[config.mk]
export PLATFORM = sky130hd
export DESIGN_NAME = ram_arbiter
export DESIGN_NICKNAME = d
export VERILOG_FILES = /design/src/rtl/ram_arbiter.sv
export SDC_FILE = /design/constraint.sdc
export NUM_CORES = 1
export LEC_CHECK = 0
export CAP_MARGIN = 25
export CELL_PAD_IN_SITES_DETAIL_PLACEMENT = 2
export CELL_PAD_IN_SITES_GLOBAL_PLACEMENT = 2
export CORE_ASPECT_RATIO = 1.75
export CORE_MARGIN = 1
export CORE_UTILIZATION = 21
export DETAILED_ROUTE_END_ITERATION = 12
export PLACE_DENSITY_LB_ADDON = 0.1
export SLEW_MARGIN = 20
export SYNTH_ARGS = -nofsm -noshare
export SYNTH_HDL_FRONTEND = slang
export SYNTH_SLANG_ARGS = --single-unit
[constraint.sdc]
create_clock -name sys_clk -period 3.3 [get_ports sys_clk]
set_clock_uncertainty 0.1 [all_clocks]
set_input_delay 0.495 -clock sys_clk [delete_from_list [all_inputs] [get_ports sys_clk]]
set_output_delay 0.495 -clock sys_clk [all_outputs]
set_load 0.02 [all_outputs]
[src/rtl/ram_arbiter.sv]
// Shares the single-port system RAM between the CPU bus and the DMA/video fetcher.
// CPU has fixed priority, and a starvation counter forces a DMA slot after DMA_MAX_WAIT losses.
// Grants are registered one cycle after the request is sampled; read data returns one cycle later.
module ram_arbiter #(
  parameter int ADDR_W       = 16,
  parameter int DATA_W       = 8,
  parameter int DMA_MAX_WAIT = 4
) (
  input  logic              sys_clk,
  input  logic              reset_n,
  input  logic              cpu_req,
  input  logic              cpu_we,
  input  logic [ADDR_W-1:0] cpu_addr,
  input  logic [DATA_W-1:0] cpu_wdata,
  output logic              cpu_gnt,
  output logic              cpu_rvalid,
  output logic [DATA_W-1:0] cpu_rdata,
  input  logic              dma_req,
  input  logic              dma_we,
  input  logic [ADDR_W-1:0] dma_addr,
  input  logic [DATA_W-1:0] dma_wdata,
  output logic              dma_gnt,
  output logic              dma_rvalid,
  output logic [DATA_W-1:0] dma_rdata,
  output logic [ADDR_W-1:0] ram_addr,
  output logic [DATA_W-1:0] ram_wr_data,
  output logic              ram_wren,
  input  logic [DATA_W-1:0] ram_rd_data
);

  // Issue and return stages share one encoding so a read's owner moves straight from iss to ret.
  localparam logic [1:0] ISS_IDLE = 2'd0;
  localparam logic [1:0] ISS_CPU  = 2'd1;
  localparam logic [1:0] ISS_DMA  = 2'd2;
  localparam logic [1:0] RET_NONE = 2'd0;
  localparam logic [1:0] RET_CPU  = 2'd1;
  localparam logic [1:0] RET_DMA  = 2'd2;

  localparam logic [7:0] MAX_WAIT = DMA_MAX_WAIT[7:0];

  logic [1:0] iss;
  logic [1:0] ret;
  logic [7:0] wait_cnt;
  logic       cpu_wins;
  logic       dma_wins;

  // Pick this edge's winner: DMA takes the slot if alone or once it has lost MAX_WAIT times in a row.
  always_comb begin
    dma_wins = dma_req & (~cpu_req | (wait_cnt >= MAX_WAIT));
    cpu_wins = cpu_req & ~dma_wins;
  end

  // Issue stage: register the winner and its payload onto the RAM port; address/data hold when idle.
  always_ff @(posedge sys_clk) begin
    if (!reset_n) begin
      iss         <= ISS_IDLE;
      ram_wren    <= 1'b0;
      ram_addr    <= '0;
      ram_wr_data <= '0;
    end else if (cpu_wins) begin
      iss         <= ISS_CPU;
      ram_wren    <= cpu_we;
      ram_addr    <= cpu_addr;
      ram_wr_data <= cpu_wdata;
    end else if (dma_wins) begin
      iss         <= ISS_DMA;
      ram_wren    <= dma_we;
      ram_addr    <= dma_addr;
      ram_wr_data <= dma_wdata;
    end else begin
      iss      <= ISS_IDLE;
      ram_wren <= 1'b0;
    end
  end

  // Return stage: remember who owns the read the RAM is sampling now, so its data goes back to them.
  always_ff @(posedge sys_clk) begin
    if (!reset_n) begin
      ret <= RET_NONE;
    end else if (iss == ISS_CPU && !ram_wren) begin
      ret <= RET_CPU;
    end else if (iss == ISS_DMA && !ram_wren) begin
      ret <= RET_DMA;
    end else begin
      ret <= RET_NONE;
    end
  end

  // Starvation counter: count DMA losses to the CPU, clear on any DMA grant, hold otherwise.
  always_ff @(posedge sys_clk) begin
    if (!reset_n) begin
      wait_cnt <= 8'd0;
    end else if (dma_wins) begin
      wait_cnt <= 8'd0;
    end else if (cpu_wins && dma_req && wait_cnt != 8'hFF) begin
      wait_cnt <= wait_cnt + 8'd1;
    end
  end

  assign cpu_gnt    = (iss == ISS_CPU);
  assign dma_gnt    = (iss == ISS_DMA);
  assign cpu_rvalid = (ret == RET_CPU);
  assign dma_rvalid = (ret == RET_DMA);
  assign cpu_rdata  = ram_rd_data;
  assign dma_rdata  = ram_rd_data;

endmodule

# Word-level counts from Yosys, hierarchy flattened
# Index checks and enable logic that the tools add are counted.
# totals
reg_bits,37
in_bits,62
elab_cells,40
# classes
addsub,1
n_lt_le_gt_ge,1
n_eq_ne,5
mux,10
bitwise_logic,6
n_reduce_logical,9
# op_table
op,count
two-way mux 16 bit,2
two-way mux 8 bit,2
adder 8 x 1 -> 8 bit (second input constant),1
>= comparator 8 x 3 -> 1 bit (second input constant),1
inequality test 8 bit (second input constant),1
OR reduction 2 bit,3
== test 2 x 1 -> 1 bit (second input constant),2
== test 2 bit (second input constant),2
logical AND 1 bit,4
two-way mux 1 bit,4
two-way mux 2 bit,2
inverter 1 bit,3
bitwise AND 1 bit,2
nonzero test 2 bit,1
zero test 1 bit,1
OR 1 bit,1

# Longest topological paths before layout
# logic_depth
ltp_word,7
depth_mapped,6

# Worst setup path after synthesis
# Ideal clock, no wire load.
# synth_path
kind,input-to-reg
startpoint,input port cpu_req
endpoint,register ram_addr[0]
setup_time_ns,0.122
arrival_time_ns,1.850
t_required_ns,3.078
path_slack_ns,1.228
stages,5
cell_sequence,or4b_4 > o41ai_4 > nor2_2 > buf_6 > a221o_1
# synth_via
elab_chain_len,6
word_cells_on_any_way,7
classes_between,mux: 1; bitwise: 5; reduce/logical: 1
# synth_lines
element,line,text
from (decl),11,"input logic cpu_req,"
inverter 1 bit,49,dma_wins = dma_req & (~cpu_req | (wait_cnt >= MAX_WAIT));
OR 1 bit,49,
bitwise AND 1 bit,49,
inverter 1 bit,50,cpu_wins = cpu_req & ~dma_wins;
bitwise AND 1 bit,50,
two-way mux 16 bit or nonzero test 2 bit (tied branches),--,
to (signal assigned),63,ram_addr <= cpu_addr;
to (signal assigned),68,ram_addr <= dma_addr;
to (decl),25,"output logic [ADDR_W-1:0] ram_addr,"
# Parallel ways exist; a longest one is shown, timed or not.
# A chain may end at the register's enable or synchronous reset.

# Worst setup path after layout
# layout_path
startpoint,input port cpu_req
endpoint,register ram_wr_data[2]
# layout_via
elab_chain_len,6
word_cells_on_any_way,7
classes_between,mux: 1; bitwise: 5; reduce/logical: 1
# layout_lines
element,line,text
inverter 1 bit,49,
OR 1 bit,49,
bitwise AND 1 bit,49,
inverter 1 bit,50,
bitwise AND 1 bit,50,
two-way mux 8 bit or nonzero test 2 bit (tied branches),--,
to (signal assigned),64,ram_wr_data <= cpu_wdata;
to (signal assigned),69,ram_wr_data <= dma_wdata;
to (decl),26,"output logic [DATA_W-1:0] ram_wr_data,"
# Parallel ways exist; a longest one is shown, timed or not.

==> flow_summary.json <==
{
  "status": "completed",
  "cp_slowest_cell": "clkdlybuf4s50_1",
  "nNetsFinal": 275,
  "synthFlopType": "dfxtp_1",
  "worst_skew_pair.late_latency_ns": 0.27,
  "ctsHoldBuffers": 0,
  "pre_cts_ws_ns": 0.3524,
  "post-route-min-period_ns": 2.629,
  "relSlewSlack_pct": 57.98,
  "syn-instance-count": 143,
  "synth_top_area_cell": "dfxtp_1",
  "wl_um": 4826,
  "cp.required_ns": 3.41,
  "grt_pass1_vias": 1562,
  "maxCapViolations": 0,
  "rsz0062_at_grt": "false",
  "synth_common_cells": "dfxtp_1, and2_1, a221o_1, buf_4",
  "critPathLaunchType": "input pin",
  "whs_ns": 0.3610,
  "clk_pin_slew_ns": 0.05,
  "placed_cell_area_sq_mm": 0.002320,
  "synth_warnings": 0,
  "initial_core_util_pct": 21.60,
  "cts_setup_buffers": 0,
  "crit_arrival_ns": 2.74,
  "synth-seq-area-share_pct": 47.74,
  "nFillCells": 784,
  "drive_above_1_share_pct": 6.132,
  "slowest_delay_ns": 0.63,
  "yosys_register_bits": 37,
  "cp_num_buf_inv": 2,
  "setup-tns-final_ns": 0,
  "fin_area_sq_mm": 0.002464,
  "yosysMostFrequentCell": "dfxtp_1",
  "syn_to_final_growth_pct": 58.79,
  "grt_pass1_wl_um": 7603,
  "synth_area_sq_mm": 0.001551,
  "setup_slack_ns": 0.6714,
  "io_buffer_count": 82,
  "post-dp-hpwl_um": 3578,
  "cp_cell_sequence": "clkdlybuf4s50_1 > or4b_4 > o41ai_4 > and3_1 > buf_4 > a221o_1",
  "cts_tree": "done",
  "tightestPinTransition_ns": 0.6288,
  "maxSlewViolCount": 0,
  "synthTopCellsByArea": "dfxtp_1, a221o_1, and2_1, buf_4, buf_6",
  "synth_edf_count": 0,
  "max_freq_mhz": 380.4,
  "antennaDiodeCount": 0,
  "detail-route-antenna-nets": 0,
  "p_per_area_mw_per_mm2": 458.0,
  "syn_nets": 207,
  "crit_family": "buffers and inverters",
  "antenna_found_initial": 0,
  "period_share_pct": 79.65,
  "yosysTopAreaCellShare_pct": 47.74,
  "synth.distinct_cells": 23,
  "ir_worst_vdd_uv": 197.0,
  "die_h_um": 115.7,
  "hold_path_class": "flip-flop to flip-flop",
  "crit_path_max_fanout": 25,
  "h-tree-depth": 2,
  "finalHoldViolCount": 0,
  "cts-root-buf": "clkbuf_16",
  "io_pins": 107,
  "p_leak_uw": 0.0009479,
  "worstSetupPathType": "input pin to flip-flop",
  "wl_per_cell_um": 16.19,
  "vias_per_cell": 4.570,
  "gr-total-overflow": 0,
  "num_vias": 1362,
  "cts_resized": 0,
  "die_w_um": 66.98,
  "clkSinkCount": 37,
  "grt_start_max_net_pins": 26,
  "place.gp.congestion": 0.6630,
  "die_area_sq_mm": 0.007749,
  "track_usage_pct": 13.38,
  "firstDrtPassIters": 4,
  "drc_errors": 0,
  "endpoint_kind": "flip-flop",
  "core_area_sq_mm": 0.007182,
  "setup_viol": 0,
  "core.rowCount": 41,
  "clk_path_buf_depth": 2,
  "cts-buffers-inserted": 5,
  "syn_avg_cell_area_sq_um": 10.85,
  "async_reset_ff_share_pct": 0,
  "drtIter0Drc": 27
}
## path summary, 6_finish.rpt
path          startpoint             end  slack (ns)  depth (start not counted)
min             ram_wren          ret[0]        0.36                          1
max reg2reg  wait_cnt[4]  ram_wr_data[2]        1.18                          5
min reg2reg     ram_wren          ret[0]        0.36                          1
max              cpu_req  ram_wr_data[2]        0.67                          6
## power breakdown
group          switching [uW]  internal, uW
registers                11.9           471
logic                    77.9           117
clock network             174           277
## cells by family (layout without fill, tap and decap cells)
group,Yosys count,count (layout),synth area share [%]
DFF,37,37,47.74
buffers and inverters,26,95,12.34
adders and majority gates,2,2,1.613
and+or+nand+nor,49,49,19.68
AOI/OAI and AO/OA,29,29,18.63
## cells in the final DEF, fill, tap and decap left out, drive strengths merged, types with 2 or more instances in the layout
cell type / n
clkinv: 2
ha: 2
nor3b: 2
nor2b: 4
nand2b: 2
inv: 3
nor2: 3
clkdlybuf4s50: 82
a221o: 24
nand4: 3
buf: 2
nand2: 2
and2: 29
a21oi: 2
clkbuf: 6
dfxtp: 37
## worst register-to-register path: cells and delay by family, from the launching register on
kind	cells	cell delay, ns
AOI/OAI and AO/OA	2	0.58
buffers and inverters	1	0.29
DFF	1	0.31
and+or+nand+nor	2	0.77
## routing by layer
layer	global-route usage, %	vias up	wire length [um]
met5	0	-	0
met4	5.106	0	93
met3	4.528	9	339
met2	25.99	62	2686
met1	12.19	659	1707
li1	-	632	-
## sequential cells by signal, indices dropped and copies added (netlist names)
signal,flops
ram_wr_data,8
ram_addr,16
ram_wren,1
iss,2
ret,2
wait_cnt,8
## metrics by stage
stage               util, %  std cells  power, uW
floorplan                 -        143      591.8
global placement      32.30        290      683.3
detailed placement    32.30        290      689.2
CTS                   34.23        298       1151
global route          34.30        298       1181
finish                34.30        298       1128
## area by class of cell
cell class	instances	area (sq um)	area share, %
inverter	3	11.26	0.4571
clock buffer	6	128.9	5.231
timing repair buffer	84	835.8	33.93
sequential	37	740.7	30.07
tap	86	107.6	4.368
multi-input combinational	80	629.4	25.55
clock inverter	2	10.01	0.4063
Power figures use the tool's default switching activity.
